--- config.mk ---
export PLATFORM = sky130hd
export DESIGN_NAME = masked_state_unmasker_flat
export DESIGN_NICKNAME = d
export VERILOG_FILES = /design/src/rtl/masking_pkg.sv /design/src/rtl/masked_state_unmasker_if.sv /design/src/rtl/share_fold_acc.sv /design/src/rtl/masked_state_unmasker.sv /design/src/flat_wrapper.sv
export SDC_FILE = /design/constraint.sdc
export NUM_CORES = 1
export LEC_CHECK = 0
export BUFFER_PORTS_ARGS = -buffer_cell sky130_fd_sc_hd__buf_2
export CELL_PAD_IN_SITES_DETAIL_PLACEMENT = 1
export CELL_PAD_IN_SITES_GLOBAL_PLACEMENT = 1
export CORE_MARGIN = 2
export CORE_UTILIZATION = 40
export CTS_CLUSTER_DIAMETER = 150
export DETAILED_ROUTE_END_ITERATION = 8
export PLACE_DENSITY_LB_ADDON = 0.1
export SLEW_MARGIN = 20
export SYNTH_ARGS = -nofsm -noshare
export SYNTH_HDL_FRONTEND = slang
export SYNTH_HIERARCHICAL = 1
export SYNTH_SLANG_ARGS = --single-unit
--- constraint.sdc ---
create_clock -name clk -period 7.41 [get_ports clk]
set_clock_uncertainty 0.15 [all_clocks]
set_input_delay 1.1115 -clock clk [delete_from_list [all_inputs] [get_ports clk]]
set_output_delay 1.1115 -clock clk [all_outputs]
set_load 0.01 [all_outputs]
--- src/rtl/masking_pkg.sv ---
// masking_pkg
// Shared definitions for the masked-datapath output stage: share lane width,
// default share/byte counts, the packed share vector type and the FSM state
// encoding used by the unmasker.
package masking_pkg;

    localparam int SHARE_W        = 8;
    localparam int DEF_NUM_SHARES = 8;
    localparam int DEF_NUM_BYTES  = 16;

    // Share i of a masked byte lives in element [i]; x = s0 ^ s1 ^ ... ^ s(N-1).
    typedef logic [DEF_NUM_SHARES-1:0][SHARE_W-1:0] share_vec_t;

    typedef enum logic [1:0] {
        IDLE = 2'd0,
        FOLD = 2'd1,
        OUT  = 2'd2
    } unmask_state_e;

endpackage

--- src/rtl/masked_state_unmasker_if.sv ---
// masked_state_unmasker_if
// Bundles the two valid/ready streams of the unmasker.
//   in_valid/in_ready/in_shares    : masked byte input, share i at [8*i+7:8*i]
//   out_valid/out_ready/out_block  : unmasked block output, byte 0 in the MSBs
//   busy                           : unmasker holds a partial or complete block
// Modports: master = upstream/sink side, slave = unmasker side.
interface masked_state_unmasker_if
    import masking_pkg::*;
#(
    parameter int NUM_SHARES = DEF_NUM_SHARES,
    parameter int NUM_BYTES  = DEF_NUM_BYTES
);

    logic                            in_valid;
    logic                            in_ready;
    logic [NUM_SHARES*SHARE_W-1:0]   in_shares;
    logic                            out_valid;
    logic                            out_ready;
    logic [NUM_BYTES*SHARE_W-1:0]    out_block;
    logic                            busy;

    modport master (
        output in_valid, in_shares, out_ready,
        input  in_ready, out_valid, out_block, busy
    );

    modport slave (
        input  in_valid, in_shares, out_ready,
        output in_ready, out_valid, out_block, busy
    );

endinterface

--- src/rtl/share_fold_acc.sv ---
// share_fold_acc
// Recombines one masked byte by folding a single share per cycle into a
// registered accumulator, so no combinational cone ever sees every share.
// Ports:
//   clk, rst  : clock, synchronous active-high reset (zeroises all shares)
//   load      : capture shares, seed acc with share 0, share_idx <= 1
//   fold      : one fold step per cycle while high
//   shares    : masked byte, element i = share i
//   done      : high on the fold cycle that consumes the last share
//   result    : acc ^ share_reg[share_idx]; the unmasked byte when done is high
module share_fold_acc
    import masking_pkg::*;
#(
    parameter int NUM_SHARES = DEF_NUM_SHARES
) (
    input  logic                                 clk,
    input  logic                                 rst,
    input  logic                                 load,
    input  logic                                 fold,
    input  logic [NUM_SHARES-1:0][SHARE_W-1:0]   shares,
    output logic                                 done,
    output logic [SHARE_W-1:0]                   result
);

    localparam int SIDX_W = $clog2(NUM_SHARES);

    logic [NUM_SHARES-1:0][SHARE_W-1:0] share_reg;
    logic [SHARE_W-1:0]                 acc;
    logic [SIDX_W-1:0]                  share_idx;

    assign result = acc ^ share_reg[share_idx];
    assign done   = fold && (share_idx == SIDX_W'(NUM_SHARES - 1));

    // Shares are wiped as soon as the last one is consumed so that a finished
    // byte leaves no residual mask material behind in the share register.
    always_ff @(posedge clk) begin
        if (rst) begin
            share_reg <= '0;
            acc       <= '0;
            share_idx <= '0;
        end else if (load) begin
            share_reg <= shares;
            acc       <= shares[0];
            share_idx <= SIDX_W'(1);
        end else if (done) begin
            share_reg <= '0;
            acc       <= '0;
            share_idx <= '0;
        end else if (fold) begin
            acc       <= result;
            share_idx <= share_idx + SIDX_W'(1);
        end
    end

endmodule

--- src/rtl/masked_state_unmasker.sv ---
// masked_state_unmasker
// Output end of the masked AES datapath. Accepts one masked byte per
// handshake, recombines it through share_fold_acc (NUM_SHARES-1 fold cycles),
// packs NUM_BYTES results into a block and presents it on a valid/ready port.
// Ports:
//   clk  : single rising-edge clock
//   rst  : synchronous active-high reset; discards any partial/held block
//   bus  : slave side of masked_state_unmasker_if (in/out streams + busy)
module masked_state_unmasker
    import masking_pkg::*;
#(
    parameter int NUM_SHARES = DEF_NUM_SHARES,
    parameter int NUM_BYTES  = DEF_NUM_BYTES
) (
    input  logic                      clk,
    input  logic                      rst,
    masked_state_unmasker_if.slave    bus
);

    localparam int BCNT_W = $clog2(NUM_BYTES);

    unmask_state_e                      state;
    logic [BCNT_W-1:0]                  byte_cnt;
    logic [NUM_BYTES-1:0][SHARE_W-1:0]  block_reg;
    logic                               out_valid_r;
    logic                               in_ready_w;
    logic                               accept;
    logic                               fold_done;
    logic [SHARE_W-1:0]                 fold_byte;
    logic [NUM_SHARES-1:0][SHARE_W-1:0] shares_in;

    assign shares_in = bus.in_shares;

    // in_ready is decoded from the state flop and gated by rst so that it is
    // low while reset is asserted yet already high in the first cycle after.
    assign in_ready_w    = (state == IDLE) && !rst;
    assign accept        = bus.in_valid && in_ready_w;

    assign bus.in_ready  = in_ready_w;
    assign bus.out_valid = out_valid_r;
    assign bus.out_block = out_valid_r ? block_reg : '0;
    assign bus.busy      = !((state == IDLE) && (byte_cnt == '0));

    share_fold_acc #(
        .NUM_SHARES (NUM_SHARES)
    ) u_fold (
        .clk    (clk),
        .rst    (rst),
        .load   (accept),
        .fold   (state == FOLD),
        .shares (shares_in),
        .done   (fold_done),
        .result (fold_byte)
    );

    // Block assembly FSM. Byte k lands in element NUM_BYTES-1-k so byte 0
    // ends up in the MSBs of out_block. byte_cnt only returns to zero via
    // the output handshake, so no byte can be overwritten before delivery.
    always_ff @(posedge clk) begin
        if (rst) begin
            state       <= IDLE;
            byte_cnt    <= '0;
            block_reg   <= '0;
            out_valid_r <= 1'b0;
        end else begin
            case (state)
                IDLE: begin
                    if (accept) begin
                        state <= FOLD;
                    end
                end
                FOLD: begin
                    if (fold_done) begin
                        block_reg[BCNT_W'(NUM_BYTES - 1) - byte_cnt] <= fold_byte;
                        if (byte_cnt == BCNT_W'(NUM_BYTES - 1)) begin
                            state       <= OUT;
                            out_valid_r <= 1'b1;
                        end else begin
                            byte_cnt <= byte_cnt + BCNT_W'(1);
                            state    <= IDLE;
                        end
                    end
                end
                OUT: begin
                    if (out_valid_r && bus.out_ready) begin
                        block_reg   <= '0;
                        byte_cnt    <= '0;
                        out_valid_r <= 1'b0;
                        state       <= IDLE;
                    end
                end
                default: begin
                    state <= IDLE;
                end
            endcase
        end
    end

endmodule
--- src/flat_wrapper.sv ---
// flat-port wrapper written by rule: the top's interface ports become plain ports
module masked_state_unmasker_flat import masking_pkg::*;
#(
    parameter int NUM_SHARES = DEF_NUM_SHARES,
    parameter int NUM_BYTES  = DEF_NUM_BYTES
)
  (clk, rst, bus_in_valid, bus_in_shares, bus_out_ready, bus_in_ready, bus_out_valid, bus_out_block, bus_busy);
  masked_state_unmasker_if #(.NUM_SHARES(NUM_SHARES), .NUM_BYTES(NUM_BYTES)) bus_i ();
  input  logic clk;
  input  logic rst;
  input wire logic [$bits(bus_i.in_valid)-1:0] bus_in_valid;
  input wire logic [$bits(bus_i.in_shares)-1:0] bus_in_shares;
  input wire logic [$bits(bus_i.out_ready)-1:0] bus_out_ready;
  output wire logic [$bits(bus_i.in_ready)-1:0] bus_in_ready;
  output wire logic [$bits(bus_i.out_valid)-1:0] bus_out_valid;
  output wire logic [$bits(bus_i.out_block)-1:0] bus_out_block;
  output wire logic [$bits(bus_i.busy)-1:0] bus_busy;
  assign bus_i.in_valid = bus_in_valid;
  assign bus_i.in_shares = bus_in_shares;
  assign bus_i.out_ready = bus_out_ready;
  assign bus_in_ready = bus_i.in_ready;
  assign bus_out_valid = bus_i.out_valid;
  assign bus_out_block = bus_i.out_block;
  assign bus_busy = bus_i.busy;
  masked_state_unmasker #(.NUM_SHARES(NUM_SHARES), .NUM_BYTES(NUM_BYTES)) u_core (.clk(clk), .rst(rst), .bus(bus_i));
endmodule
# ---- After elaboration in Yosys (flattened, before gate mapping)
# Index checks and enable logic that the tools add are counted.
dict set report totals {
  wordCells 94
  out_inout_bits 131
  inputBits 68
  regBits 210
}
dict set report classes {
  n_reduce_logical 18
  mux 30
  addsub 3
  eq_ne 9
  magnitude_cmp 3
  n_bitwise 1
}
# op n
set op_table {}
lappend op_table {{2-to-1 mux 128 bit} 3}
lappend op_table {{one-hot mux 128 bit (2 select lines)} 1}
lappend op_table {{bitwise mux 128 bit} 1}
lappend op_table {{2-to-1 mux 64 bit} 2}
lappend op_table {{2-to-1 mux 8 bit} 5}
lappend op_table {{demux 8 bit (select 4 bit)} 1}
lappend op_table {{binary-select mux 8 bit (select 3 bit)} 1}
lappend op_table {{2-to-1 mux 4 bit} 3}
lappend op_table {{2-to-1 mux 2 bit} 4}
lappend op_table {{!= test 2 x 1 -> 1 bit (second input constant)} 4}
lappend op_table {{one-hot mux 4 bit (2 select lines)} 1}
lappend op_table {{AND reduction 4 bit} 2}
lappend op_table {{bitwise XOR 8 bit} 1}
lappend op_table {{logical AND 1 bit} 6}
lappend op_table {{2-to-1 mux 1 bit} 6}
lappend op_table {{one-hot mux 2 bit (3 select lines)} 1}
lappend op_table {{AND reduction 3 bit} 2}
lappend op_table {{< comparator 4 x 5 -> 1 bit (second input constant)} 1}
lappend op_table {{adder 4 x 1 -> 4 bit (second input constant)} 1}
lappend op_table {{== test 4 bit (second input constant)} 1}
lappend op_table {{greater-or-equal comparator 4 x 1 -> 1 bit (second input constant)} 1}
lappend op_table {{logical NOT 4 bit} 1}
lappend op_table {{< comparator 3 x 4 -> 1 bit (second input constant)} 1}
lappend op_table {{nonzero test 2 bit} 2}
lappend op_table {{other kinds (11)} 12}

# ---- Depth between registers and ports, before layout
# Gate-level depths: netlist of run 1.
dict set report depth {
  depth_word 8
  mapped_depth 10
  depth_no_buf 6
}

# ---- Modules after synthesis
# The synthesis of run 1 kept the hierarchy.
# module n_inst area_per_inst_um2 seq_area_each_um2 cells_per_inst
set modules_own_cells {}
lappend modules_own_cells {masked_state_unmasker 1 5973.2 2702.6 655}
lappend modules_own_cells {share_fold_acc 1 3178.0 1501.4 258}

# ---- Worst setup path after synthesis of run 1
# Ideal clock, no wire load.
dict set report synth_timing {
  path_kind {input-to-reg}
  from {input port rst}
  to {register u_core.u_fold.acc[5]}
  arrival_ns 3.080
  slack_ns 4.122
  n_path_buf 3
  required_time_ns 7.202
  stages 8
  path_cell_list {clkbuf_1 buf_1 nor3_1 and2_1 nor4b_2 clkbuf_1 nor3b_1 a211o_1}
}
dict set report synth_via {
  elab_chain_cells 4
}
# item line_no
set synth_rtl {}
lappend synth_rtl {{from (decl)} flat_wrapper.sv:10} ;# input logic rst;
lappend synth_rtl {{logical NOT 1 bit *} masked_state_unmasker.sv:36} ;# assign in_ready_w = (state == IDLE) && !rst;
lappend synth_rtl {{logical AND 1 bit *} masked_state_unmasker.sv:36}
lappend synth_rtl {{via bus_in_ready} flat_wrapper.sv:14} ;# output wire logic [$bits(bus_i.in_ready)-1:0] bus_in_ready;
lappend synth_rtl {{logical AND 1 bit *} masked_state_unmasker.sv:37} ;# assign accept = bus.in_valid && in_ready_w;
lappend synth_rtl {{via u_core.accept} masked_state_unmasker.sv:27} ;# logic accept;
lappend synth_rtl {{nonzero test 3 bit (no source line) / 2-to-1 mux 8 bit (equally long branches)} n/a}
lappend synth_rtl {{to (signal assigned)} share_fold_acc.sv:43} ;# acc <= shares[0];
lappend synth_rtl {{to (signal assigned)} share_fold_acc.sv:50} ;# acc <= result;
lappend synth_rtl {{to (decl)} share_fold_acc.sv:28} ;# logic [SHARE_W-1:0] acc;
# The timed path passes the listed nets; every way through them passes the cells marked *.
# A chain may end at the register's enable or synchronous reset.

# ---- Final worst setup path of run 1
dict set report layout_timing {
  from {register u_core.u_fold.share_idx[1]}
  to {register u_core/block_reg[19] (netlist name)}
}
# item line_no
set layout_rtl {}
lappend layout_rtl {{from (decl)} share_fold_acc.sv:29} ;# logic [SIDX_W-1:0] share_idx;
lappend layout_rtl {{from (signal assigned)} share_fold_acc.sv:51} ;# share_idx <= share_idx + SIDX_W'(1);
lappend layout_rtl {{== test 3 bit} share_fold_acc.sv:32} ;# assign done = fold && (share_idx == SIDX_W'(NUM_SHARES - 1));
lappend layout_rtl {{logical AND 1 bit} share_fold_acc.sv:32}
lappend layout_rtl {{via u_core.fold_done} masked_state_unmasker.sv:28} ;# logic fold_done;
lappend layout_rtl {{!= test 2 x 1 -> 1 bit (no source line)} n/a}
lappend layout_rtl {{AND reduction 3 bit (no source line)} n/a}
lappend layout_rtl {{to (signal, indexed assignment)} masked_state_unmasker.sv:74} ;# block_reg[BCNT_W'(NUM_BYTES - 1) - byte_cnt] <= fold_byte;
lappend layout_rtl {{to (decl)} masked_state_unmasker.sv:24} ;# logic [NUM_BYTES-1:0][SHARE_W-1:0] block_reg;
# The timed path passes the listed nets, and every way through them passes these cells. The select of a mux whose other input is x is not followed.

==> flow_summary.toml, run 1 <==
[status]
status = "finished, final reports clean"

[pwr]
leakagePower_nw = 4.45
p_clk_share_pct = 48.6
p_comb_share_pct = 4.9
p_int_mw = 1.95
max-vdd-ir-drop_mv = 0.167
p_per_area_nw_per_um2 = 226
power.switching_mw = 0.548
seq_power_share_pct = 46.5
switching_share_pct = 21.9

[clocking]
cts_tree = "yes"
cts_buffers = 24
ctsRootBufferMaster = "clkbuf_16"
clk_pin_slew_ns = 0.06
cts_hold_buf = 0
htree_levels = 1
clk_latency_ns = 0.51
cts_buffer_depth = 3
cts_resized = 0
cts.sinks = 210
postCtsSetupRepairBufs = 0

[setup_path]
startpoint_type = "flop"
worstPathArrival_ns = 4.05
crit_type = "flop to flop"
crit_path_end_kind = "flop"
path_max_fanout = 20
cp.required_ns = 7.60

[logic_synthesis]
synth-seq-cells = 210
synth.cell_area_um2 = 9150
syn_area_per_cell_um2 = 10.0
synth-edff-count = 0
synth-main-ff-cell = "dfxtp_1"
synth_cell_types = 48
yosys_warnings = 6
synth_sequential_area_ratio_pct = 45.9
netlist_instances = 913
ys_async_sr_fraction_pct = 0
synth_fp_nets = 987

[floorplanning]
pin_count = 199
rows = 55
start_util_pct = 40.5
core_area_um2 = 22600
die_w_um = 155
die_area_um2 = 24100
die_h_um = 155

[route]
drt-initial-drc-count = 399
ant_nets = 0
routed_via_density = 5.38
routed_wl_um = 25900
first_pass_iters = 4
wire_per_inst_um = 18.8
via_count = 7393
drc = 0

[grt]
grt_pass1_wl_um = 41100
grt_pass1_vias = 7540
overflow = 0
antenna_found_initial = 2
track_usage_pct = 21.1
grt_max_degree = 92

[placement]
hpwl_um = 17400
numPortBuffers = 198
gp_congestion = 0.765

[timing]
rsz0062_at_grt = "false"
relSlewSlack_pct = 33.1
worstMarginPinSlew_ns = 1.00
drv_slew = 0
whs_ns = 0.311
fin_crit_ns = 3.86
hold_viol_final = 0
fmaxAchievable_mhz = 259
setup_viol = 0
finalCritPeriodShare_pct = 52.1
tns_ns = 0

[final_layout]
largest_reg_flops = 128
final_common_cell = "dfxtp_1"
fin_util_pct = 49.0
num-nets-final = 1144
syn_to_final_growth_pct = 20.9
layout_common_cells = "dfxtp_1 (209), buf_2 (197), and2_1 (130), inv_1 (115), o32ai_1 (112)"
drive_gt1_share_pct = 25.7

[hold_path]
hp-class = "flop to flop"

[flow_run]
cap_violations = 0
cells in the mapped netlist, drive strengths merged (2+ instances only):
master,number,area share (%)
nor3b,9,0.74
nor2b,10,0.68
a21oi,13,0.71
a22o,57,5.5
clkbuf,43,1.8
a22oi,14,1.5
xnor2,8,0.77
nand3,12,0.66
inv,115,4.7
nor3,7,0.38
o32ai,112,11
nand2,35,1.4
and2,130,8.9
ha,6,0.82
a21o,8,0.67
nor4,2,0.14
a211o,8,0.77
dfxtp,210,46
mux2i,11,2.1
nand3b,9,0.74
a32o,16,1.8
or3b,4,0.38
mux4,16,4.2
buf,30,1.9
o211ai,3,0.25
nor2,13,0.56
worst max-delay path, stage by stage, from the launching register on:
cell and delay [ns]:
dfxtp_1 0.90, ha_1 0.28, ha_1 0.24, and2_1 0.30
nand3b_1 0.71, a22oi_1 0.94, o32ai_1 0.16
power groups by stage:
stage               Combinational, mW  Sequential [mW]  Clock (mW)
finish                          0.121             1.16        1.22
global route                    0.133             1.17        1.29
CTS                             0.122             1.16        1.25
detailed placement              0.122             1.19           0
global placement                0.120             1.19           0
floorplan                      0.0864             1.18           0
metrics by stage:
step / worst slack, ns / cells / total power [mW] / instance area [µm²]
CTS: 3.59 / 1373 / 2.53 / 11000
detailed placement: 3.47 / 1329 / 1.31 / 10200
floorplan: 4.12 / 913 / 1.27 / 9150
finish: 3.55 / 1374 / 2.50 / 11100
global route: 3.24 / 1373 / 2.59 / 11100
global placement: 3.49 / 1329 / 1.31 / 10200
layout make-up:
cell class / count / area, µm²
clock buffer: 32 / 682
sequential: 210 / 4210
multi-input combinational: 514 / 4200
clock inverter: 12 / 140
inverter: 116 / 435
timing repair buffer: 204 / 1040
antenna: 1 / 2.50
fill: 2578 / 11500
tap: 285 / 357
path summary, 6_finish.rpt:
kind,end,from,depth (start not counted),slack [ns]
worst max-delay path,u_core/block_reg[19],u_core/u_fold/share_idx[1],6,3.55
worst min-delay path,u_core/u_fold/share_reg[6],u_core/u_fold/share_reg[6],2,0.31
worst max register to register,u_core/block_reg[19],u_core/u_fold/share_idx[1],6,3.55
worst min register to register,u_core/u_fold/share_reg[6],u_core/u_fold/share_reg[6],2,0.31
logic make-up (layout without fill, tap and decap cells):
| logic type | count (synthesis) | after routing | share of synthesized area [%] |
|---|---|---|---|
| fa+ha+maj | 6 | 6 | 0.820 |
| buf+inv | 189 | 364 | 8.46 |
| flops | 210 | 210 | 45.9 |
| xor+xnor | 8 | 8 | 0.766 |
| mux | 27 | 27 | 6.29 |
| compound gates | 233 | 233 | 22.1 |
| other cells | 0 | 1 | 0 |
| simple gates | 240 | 240 | 15.7 |
layer usage:
layer	GRT usage, %	routed length (µm)
met1	26.8	11500
met3	4.04	1290
met5	0	13
met2	37.3	12800
met4	4.63	361
Power figures use the tool's default switching activity.
==> inputs of run 2 (changes only) <==
Settings changed: CORE_UTILIZATION 40 to 38.
Clock period 7.41 ns to 3.1 ns, I/O delays scaled along.
==> flow_summary.toml, run 2 (synthesis gave the netlist of run 1 again) <==
[status]
status = "finished, final reports clean"

[setup_path]
cp_slowest_cell = "or3b_2"
worstPathCellList = "inv_1 -> ha_1 -> or3b_2 -> or3_1 -> buf_2"
crit_type = "flop to primary output"
startpoint_type = "flop"
worstPathArrival_ns = 2.22
path_max_fanout = 5
regToRegEndpoint = "u_core/block_reg[111]"
reg2reg_depth = 6
cp.required_ns = 2.48
max_stage_delay_ns = 0.49
r2r_slack_ns = 0.31
reg2reg_from = "u_core/u_fold/share_idx[2]"
crit_path_end_kind = "primary output"

[timing]
tns_ns = 0
fmaxAchievable_mhz = 353
drv_slew = 0
setup_viol = 0
whs_ns = 0.0194
worstMarginPinSlew_ns = 1.05
rsz0062_at_grt = "false"
hold_viol_final = 0
finalCritPeriodShare_pct = 91.4
relSlewSlack_pct = 29.2
fin_crit_ns = 2.83

[floorplanning]
pin_count = 199
die_h_um = 159
rows = 56
die_w_um = 159
start_util_pct = 38.9
die_area_um2 = 25300
core_area_um2 = 23500

[clocking]
ctsRootBufferMaster = "clkbuf_16"
cts_hold_buf = 0
cts_tree = "yes"
htree_levels = 1
clk_latency_ns = 0.51
cts.sinks = 210
cts_buffer_depth = 3
clk_pin_slew_ns = 0.06
cts_buffers = 24

[pwr]
leakagePower_nw = 4.57
total_power_mw = 5.92
max-vdd-ir-drop_mv = 0.301
p_per_area_nw_per_um2 = 524

[final_layout]
final_common_cell = "dfxtp_1"
n_antenna_cell = 0
layout_common_cells = "dfxtp_1 (209), buf_2 (197), and2_1 (130), inv_1 (115), o32ai_1 (112)"
drive_gt1_share_pct = 27.1
final_area_um2 = 11300
num-nets-final = 1170
syn_to_final_growth_pct = 23.5
largest_reg_flops = 128
fin_util_pct = 48.0

[placement]
placed_cell_area_um2 = 10500
gp_congestion = 0.753
numPortBuffers = 198
hpwl_um = 18400

[route]
first_pass_iters = 5
routed_via_density = 5.21
routed_wl_um = 26600
drc = 0
via_count = 7455
ant_nets = 0
wire_per_inst_um = 18.6
drt-initial-drc-count = 373

[hold_path]
hold_depth = 2
hp-class = "primary input to flop"
min_to = "u_core/u_fold/share_reg[40]"
min_from = "bus_in_shares[40]"

[flow_run]
cap_violations = 0

[grt]
antenna_found_initial = 0
track_usage_pct = 20.2
grt_pass1_vias = 7474
grt_pass1_wl_um = 42000
grt_max_degree = 148
overflow = 0
run 2: cell types whose count changed in the layout (fill, tap and decap cells not counted), moves of 3 or more:
cell      previous run  this run
clkinv_2             7         3
clkbuf_1             4         7
buf_12               0         3
buf_4                7        30
run 2: per-layer routing:
layer | share of wire (%) | GRT usage (%) | up-vias
li1 | - | - | 3663
met1 | 45 | 26.2 | 3591
met2 | 49 | 35.4 | 174
met3 | 4.2 | 3.05 | 27
met4 | 1.7 | 4.63 | 0
met5 | 0 | 0 | -
run 2: area by class of cell:
cell class	count	area, µm²
Clock buffer	36	707
Sequential cell	210	4210
Multi-Input combinational cell	514	4200
Timing Repair Buffer	230	1270
Tap cell	319	399
Clock inverter	7	90.1
Fill cell	2730	12200
Inverter	116	435
run 2: power by group:
part           internal, mW  switching (mW)
clock                  1.74            1.09
sequential             2.75          0.0374
combinational         0.138           0.167
run 2: critical path: cells and delay by family (launching register included):
| kind | cells | cell delay, ns |
|---|---|---|
| simple gates | 2 | 0.84 |
| flops | 1 | 0.35 |
| buf+inv | 2 | 0.27 |
| fa+ha+maj | 1 | 0.24 |
run 2: worst max path at each step:
stage / start / endpoint / slack (ns)
floorplan: rst / u_core/u_fold/acc[5] / 0.46
global placement: u_core/u_fold/share_idx[2] / u_core/block_reg[77] / 0.21
detailed placement: u_core/u_fold/share_idx[2] / u_core/block_reg[29] / 0.14
CTS: u_core/u_fold/share_idx[2] / u_core/block_reg[29] / 0.10
global route: u_core/u_fold/share_idx[2] / u_core/block_reg[31] / 0.11
finish: u_core/byte_cnt[0] / bus_busy / 0.27
run 2: timing repair:
item,in CTS,in global routing
gates resized for setup,0,1
setup buffers,0,0
setup endpoints to repair,0,1
run 2: per-stage QoR:
stage / instances / setup slack [ns]
global placement: 1389 / 0.211
detailed placement: 1389 / 0.138
global route: 1432 / 0.115
floorplan: 913 / 0.459
CTS: 1432 / 0.102
finish: 1432 / 0.268
